File: src/rtl/gdma_wdata.sv
// rtl/gdma_wdata.sv - GDMA write-data engine: GTP stream to AXI4 W/B channels toward DDR
// Segments the length-governed stream into bursts aligned with the AW engine and counts B responses.

module gdma_wdata #(
  parameter int BURST_LEN  = 16,
  parameter int FIFO_DEPTH = 16
) (
  input  logic        clk,
  input  logic        rst,
  input  logic [31:0] length,
  input  logic        op_start,
  input  logic        gdma_addr_done,
  output logic        gdma_done,
  input  logic [31:0] gdma_speed_divider,
  input  logic        gtp2gdma_tvalid,
  output logic        gtp2gdma_tready,
  input  logic [31:0] gtp2gdma_tdata,
  input  logic        gtp2gdma_tlast,
  output logic [31:0] gdma_ddr_wdata,
  output logic [3:0]  gdma_ddr_wstrb,
  output logic        gdma_ddr_wlast,
  output logic        gdma_ddr_wvalid,
  input  logic        gdma_ddr_wready,
  input  logic [1:0]  gdma_ddr_bresp,
  input  logic        gdma_ddr_bvalid,
  output logic        gdma_ddr_bready,
  output logic        err_slverr,
  output logic        err_tlast
);

  localparam int BW = $clog2(BURST_LEN);
  localparam int AW = $clog2(FIFO_DEPTH);
  localparam logic [BW-1:0] LAST_BEAT = BW'(BURST_LEN - 1);

  typedef enum logic {S_IDLE, S_RUN} state_t;

  state_t        r_state;
  state_t        w_state_nxt;

  logic [29:0]   r_in_left;
  logic [29:0]   r_out_left;
  logic [29:0]   r_b_left;
  logic [BW-1:0] r_burst_beat;
  logic [31:0]   r_trans_cnt;
  logic [31:0]   r_mem [FIFO_DEPTH];
  logic [AW:0]   r_wr_ptr;
  logic [AW:0]   r_rd_ptr;
  logic          r_err_slverr;
  logic          r_err_tlast;

  logic          w_run;
  logic          w_start;
  logic          w_full;
  logic          w_empty;
  logic          w_trans_en;
  logic          w_push;
  logic          w_pop;
  logic          w_b_ok;
  logic          w_b_err;
  logic          w_tlast_bad;
  logic          w_done_cond;
  logic [30:0]   w_bursts;
  logic          w_unused_bits;

  assign w_run   = (r_state == S_RUN);
  assign w_start = (r_state == S_IDLE) & op_start;

  // Burst count rounds up so a trailing short burst still expects its own B response.
  assign w_bursts      = ({1'b0, length[31:2]} + 31'(BURST_LEN - 1)) >> BW;
  assign w_unused_bits = ^{length[1:0], w_bursts[30]};

  assign w_full  = (r_wr_ptr[AW] != r_rd_ptr[AW]) & (r_wr_ptr[AW-1:0] == r_rd_ptr[AW-1:0]);
  assign w_empty = (r_wr_ptr == r_rd_ptr);

  assign w_trans_en = (r_trans_cnt == 32'd0);

  assign gtp2gdma_tready = w_run & (r_in_left != 30'd0) & ~w_full;
  assign w_push          = gtp2gdma_tvalid & gtp2gdma_tready;
  assign w_tlast_bad     = gtp2gdma_tlast ^ (r_in_left == 30'd1);

  assign gdma_ddr_wvalid = w_run & ~w_empty & w_trans_en & (r_out_left != 30'd0);
  assign gdma_ddr_wdata  = r_mem[r_rd_ptr[AW-1:0]];
  assign gdma_ddr_wstrb  = 4'hF;
  assign gdma_ddr_wlast  = gdma_ddr_wvalid &
                           ((r_burst_beat == LAST_BEAT) | (r_out_left == 30'd1));
  assign w_pop           = gdma_ddr_wvalid & gdma_ddr_wready;

  // Responses outside a transfer or beyond the expected count are flagged, never counted.
  assign gdma_ddr_bready = 1'b1;
  assign w_b_ok          = gdma_ddr_bvalid & w_run & (r_b_left != 30'd0);
  assign w_b_err         = gdma_ddr_bvalid & ((gdma_ddr_bresp != 2'b00) | ~w_b_ok);

  assign w_done_cond = (r_out_left == 30'd0) & (r_b_left == 30'd0) & gdma_addr_done;

  assign gdma_done  = (r_state == S_IDLE);
  assign err_slverr = r_err_slverr;
  assign err_tlast  = r_err_tlast;

  always_comb begin
    w_state_nxt = r_state;
    case (r_state)
      S_IDLE:  if (op_start) w_state_nxt = S_RUN;
      S_RUN:   if (w_done_cond) w_state_nxt = S_IDLE;
      default: w_state_nxt = S_IDLE;
    endcase
  end

  always_ff @(posedge clk or posedge rst) begin
    if (rst) begin
      r_state <= S_IDLE;
    end else begin
      r_state <= w_state_nxt;
    end
  end

  always_ff @(posedge clk or posedge rst) begin
    if (rst) begin
      r_in_left    <= 30'd0;
      r_out_left   <= 30'd0;
      r_b_left     <= 30'd0;
      r_burst_beat <= '0;
      r_err_tlast  <= 1'b0;
      r_err_slverr <= 1'b0;
    end else begin
      if (w_start) begin
        r_in_left    <= length[31:2];
        r_out_left   <= length[31:2];
        r_b_left     <= w_bursts[29:0];
        r_burst_beat <= '0;
        r_err_tlast  <= 1'b0;
        r_err_slverr <= 1'b0;
      end else begin
        if (w_push) begin
          r_in_left <= r_in_left - 30'd1;
          if (w_tlast_bad) r_err_tlast <= 1'b1;
        end
        if (w_pop) begin
          r_out_left   <= r_out_left - 30'd1;
          r_burst_beat <= gdma_ddr_wlast ? '0 : r_burst_beat + 1'b1;
        end
        if (w_b_ok) r_b_left <= r_b_left - 30'd1;
      end
      if (w_b_err) r_err_slverr <= 1'b1;
    end
  end

  always_ff @(posedge clk or posedge rst) begin
    if (rst) begin
      r_trans_cnt <= 32'd0;
    end else if (w_trans_en) begin
      r_trans_cnt <= gdma_speed_divider;
    end else begin
      r_trans_cnt <= r_trans_cnt - 32'd1;
    end
  end

  always_ff @(posedge clk or posedge rst) begin
    if (rst) begin
      r_wr_ptr <= '0;
      r_rd_ptr <= '0;
    end else begin
      if (w_push) r_wr_ptr <= r_wr_ptr + 1'b1;
      if (w_pop)  r_rd_ptr <= r_rd_ptr + 1'b1;
    end
  end

  always_ff @(posedge clk) begin
    if (w_push) r_mem[r_wr_ptr[AW-1:0]] <= gtp2gdma_tdata;
  end

endmodule

File: config.mk
export PLATFORM = sky130hd
export DESIGN_NAME = gdma_wdata
export DESIGN_NICKNAME = d
export VERILOG_FILES = /design/src/rtl/gdma_wdata.sv
export SDC_FILE = /design/constraint.sdc
export NUM_CORES = 1
export LEC_CHECK = 0
export ABC_AREA = 1
export CORE_UTILIZATION = 60
export DETAILED_ROUTE_END_ITERATION = 7
export PLACE_DENSITY = 0.8
export SYNTH_ARGS = -nofsm -noshare
export SYNTH_HDL_FRONTEND = slang
export SYNTH_SLANG_ARGS = --single-unit
export TNS_END_PERCENT = 1
File: constraint.sdc
create_clock -name clk -period 5.74 [get_ports clk]
set_input_delay 1.435 -clock clk [delete_from_list [all_inputs] [get_ports clk]]
set_output_delay 1.435 -clock clk [all_outputs]
set_load 0.02 [all_outputs]
# Yosys cells after proc, flatten, opt, wreduce, memory -nomap -nowiden
# Memories as Yosys holds them, arrays and structs flattened.
# Index checks and enable logic that the tools add are counted.
# word_totals
wordCells,80
input_bits,106
memories,1
output_inout_bits,43
register_bits,139
mem_bits_rw,512
# op_classes
eq_ne,6
n_mux,20
n_bitwise,22
n_reduce_logical,13
addsub,8
# memory_table
memory,depth,width,rd,rd_clocked_by_memory_dff,wr,line,rtl
r_mem,16,32,1,0,1,45,logic [31:0] r_mem [FIFO_DEPTH];
# op_table
cell,n
$mux 30,6
$reduce_bool 30->1,3
$sub 30x1->30 const B,3
$eq 30x1->1 const B,2
$logic_not 30->1,2
$logic_not 32->1,1
$mux 32,1
$sub 32x1->32 const B,1
$add 30x4->31 const B,1
$and 1x1->1,15
$mux 4,3
$reduce_bool 2->1,6
$add 5x1->5 const B,2
$mux 1,9
$eq 5x5->1,1
$add 4x1->4 const B,1
$eq 4x4->1,1
$eq 4x4->1 const B,1
$not 1->1,4
$or 1x1->1,2
$pmux 1 s2,1
$reduce_and 2->1,1
$ne 1x1->1,1
$xor 1x1->1,1

# Depth between registers and ports, before layout
# logic_depth
ltp_word,9
mapped_depth,13
ltp_nobuf,13

# Worst setup path after synthesis
# OpenSTA, ideal clock, no wires.
# synth_timing
kind,input to register
from,input port gtp2gdma_tvalid
to,"memory r_mem[0][0], enable pin"
path_buffers,1
required_time_ps,5319
arrival_ps,3154
slack_ps,2165
stages,5
setup_time_ps,421
cell_sequence,nand2_8 -> inv_2 -> buf_6 -> nand2_2 -> nor2_1
# synth_between
elab_chain_len,3
# synth_rtl
element,line,rtl
"start, declared",15,"input logic gtp2gdma_tvalid,"
$and 1x1->1,78,assign w_push = gtp2gdma_tvalid & gtp2gdma_tready;
$mux 1,168,if (w_push) r_mem[r_wr_ptr[AW-1:0]] <= gtp2gdma_tdata;
$mux 1 (not written as such),168,
"end, declared",45,
# Every way passes these cells.

# Worst setup path in the final report
# layout_timing
from,register r_rd_ptr[0]
to,output port gdma_ddr_wlast
# layout_between
elab_chain_len,6
# layout_rtl
element,line,rtl
"start, declared",47,logic [AW:0] r_rd_ptr;
"start signal, assigned",163,if (w_pop) r_rd_ptr <= r_rd_ptr + 1'b1;
$eq 5x5->1,73,assign w_empty = (r_wr_ptr == r_rd_ptr);
$not 1->1,81,assign gdma_ddr_wvalid = w_run & ~w_empty & w_trans_en & (r_out_left != 30'd0);
$and 1x1->1 (3 in series),81,
$and 1x1->1,84,assign gdma_ddr_wlast = gdma_ddr_wvalid &
"end, declared",21,"output logic gdma_ddr_wlast,"
# Every way passes these cells.

==> run_results.csv <==
group,metric,value,unit
status,status,"finished clean",
finish,fin_area,34300,sq um
timing,hold_violations,0,
clock_network,cts_tree,"done",
routing,routed_via_density,6.11,
timing,slew_headroom,25.3,%
placed_design,portBuffers,141,
pwr,peakVddDrop,375,uV
timing,max_freq,0.195,GHz
yosys,synth_edf_count,512,
clock_network,clock-sinks,651,
finish,final_util,69.7,%
yosys,yosysWarnings,0,
finish,n_fill_cell,3516,
timing,fin_crit,5120,ps
die,fp.dieW,226,microns
die,dieHeight,226,microns
clock_network,htreeDepth,3,
worst_hold_path,hp-class,"reg -> reg",
yosys,synth-seq-area-share,62.4,%
critical_path,critPathLaunchType,"flop",
global_route,antenna_found_initial,1,
global_route,grt_max_degree,260,
critical_path,crit_arrival,3690,ps
flow_run,cap_violations,0,
critical_path,endpoint_kind,"output pin",
global_route,gr-total-overflow,0,
yosys,synthSimpleGateAreaFrac,20.5,%
routing,final_antenna_net_count,0,
yosys,synth_flop_cell,"edfxtp_1",
clock_network,numCtsBuffers,67,
finish,drive_gt1_share,8.63,%
yosys,synth_fa_ha_area_share,0.539,%
timing,rsz0062_at_grt,"false",
yosys,netlist_area,30200,sq um
critical_path,critical_path_class,"reg -> out",
placed_design,place.gp.congestion,0.941,
finish,final-seq-area,18900,sq um
timing,fin_skew,22.1,ps
routing,avgRoutedWirePerCell,20.7,microns
yosys,postSynth.asyncResetShare,21.4,%
clock_network,clkSlewWorstSetupHoldPaths,60,ps
yosys,ys_ff_latch,651,
finish,final_common_cell,"nand2_1",
finish,final_nets,3173,
yosys,yosysUniqueCellTypes,50,
placed_design,place_area,32200,sq um
yosys,synth.avg_cell_area,10.2,sq um
global_route,grt_pass1_vias,22500,
clock_network,post_cts_buffers,0,
timing,post-route-period-util,89.2,%
clock_network,cts_resized,0,
finish,layout_common_cells,"513 x nand2_1, 512 x edfxtp_1, 489 x nor2_1",
clock_network,cts-root-buf,"clkbuf_16",
timing,setup-violations-final,0,
yosys,synth_top_family_by_area,"simple AND/OR/NAND/NOR gates",
routing,vias,23000,
yosys,synth-xor-area-share,2.47,%
critical_path,cp.required,4300,ps
yosys,muxShareOfSynthArea,0.0332,%
routing,route.detailed.drc,0,
global_route,grt_pass1_wl,119,mm
placed_design,dp_hpwl,46.6,mm
clock_network,insertion_delay,610,ps
timing,worst_slew_pin_slew,1120,ps
die,die-area,51200,sq um
timing,hold_slack,446,ps
pwr,p_per_area,376,nW/um^2
timing,slew_viol_final,0,
pwr,total_power,12900,uW
pwr,leakagePower,0.0126,uW
global_route,track_usage,30.5,%
routing,routed_wl,78.0,mm
timing,fin_setup_tns,0,ps
routing,first_pass_iters,8,
finish,multi_input_area,10200,sq um
critical_path,cp_max_fo,259,
yosys,synthCells,2952,
routing,first_iter_violations,2924,
die,start_util,61.3,%
clock_network,clockBufferDepth,3,
finish,area_growth,13.7,%
clock_network,cts_hold_buf,0,
yosys,synth-compound-area-share,9.92,%
die,fp.coreArea,49300,sq um
die,row_count,81,
die,ios,149,
critical_path,r2r_slack,1580,ps
per-stage QoR:
| stage | worst slack [ps] | cells |
|---|---|---|
| after global placement | 1340 | 3649 |
| final | 619 | 3771 |
| after global routing | 474 | 3771 |
| after CTS | 677 | 3770 |
| after detailed placement | 1330 | 3649 |
| after floorplan | 580 | 2956 |
registers in the layout, indices dropped and copies added (netlist names):
register	count
r_rd_ptr	5
r_trans_cnt	32
r_in_left	30
r_state	1
err_tlast	1
r_out_left	30
r_b_left	30
r_burst_beat	4
r_mem	512
r_wr_ptr	5
err_slverr	1
worst paths after layout:
kind / start / end / depth (start not counted)
min in group asynchronous: rst / r_in_left[3] / 2
min: r_trans_cnt[0] / r_trans_cnt[0] / 1
max reg2reg: r_rd_ptr[0] / r_mem[3][17] / 12
max in group asynchronous: rst / r_out_left[16] / 3
min reg2reg: r_trans_cnt[0] / r_trans_cnt[0] / 1
max: r_rd_ptr[0] / gdma_ddr_wlast / 8
layer usage:
layer	share of wire [%]	wire length, microns	global-route usage (%)
met3	8.0	6260	5.16
met2	49	38000	50.2
met1	39	30400	39.5
met5	0	0	0
met4	4.2	3290	14.7
kinds of logic (layout without fill, tap and decap cells):
kind of cell | after synthesis | count (layout)
AOI/OAI and AO/OA | 518 | 518
xor gates and xnor gates | 85 | 85
adders and majority gates | 13 | 13
buffers and inverters | 289 | 439
DFF | 651 | 651
muxes | 1 | 1
other | 1 | 6
and+or+nand+nor | 1394 | 1394
worst max-delay path, cell delays in order, from the launching register on:
cell             delay [ps]
dfrtp_4                 450
buf_12                  720
nand2_1                 110
nand2_1                  90
nor2_1                   50
nand3_1                 160
nand3_1                 170
nor3b_1                 460
clkdlybuf4s50_1         700
layout make-up:
cell class / count / share of cell area [%]
Antenna cell: 1 / 0.00729
Clock buffer: 85 / 5.26
Clock inverter: 36 / 0.984
Inverter: 142 / 1.60
Multi-Input combinational cell: 2016 / 29.8
Sequential cell: 651 / 54.9
Tap cell: 664 / 2.42
Timing Repair Buffer: 176 / 4.95
Yosys cell counts (all sizes together), types with 50 or more instances:
master	number	area, sq um
xor2	59	517
edfxtp	512	15400
nand2	533	2110
nor2	534	2160
dfrtp	139	3480
o21ai	334	1720
buf	55	360
nand3	248	1410
clkbuf	92	347
inv	140	531
o221ai	50	438
o22ai	78	488
report_power, final:
group / switching (uW) / total [uW] / leakage, uW / internal (uW)
Combinational: 1630 / 2470 / 0.00524 / 834
Clock: 1840 / 4270 / 0.00105 / 2430
Sequential: 441 / 6170 / 0.00631 / 5730
No activity file was read; power rests on OpenSTA's default activity.
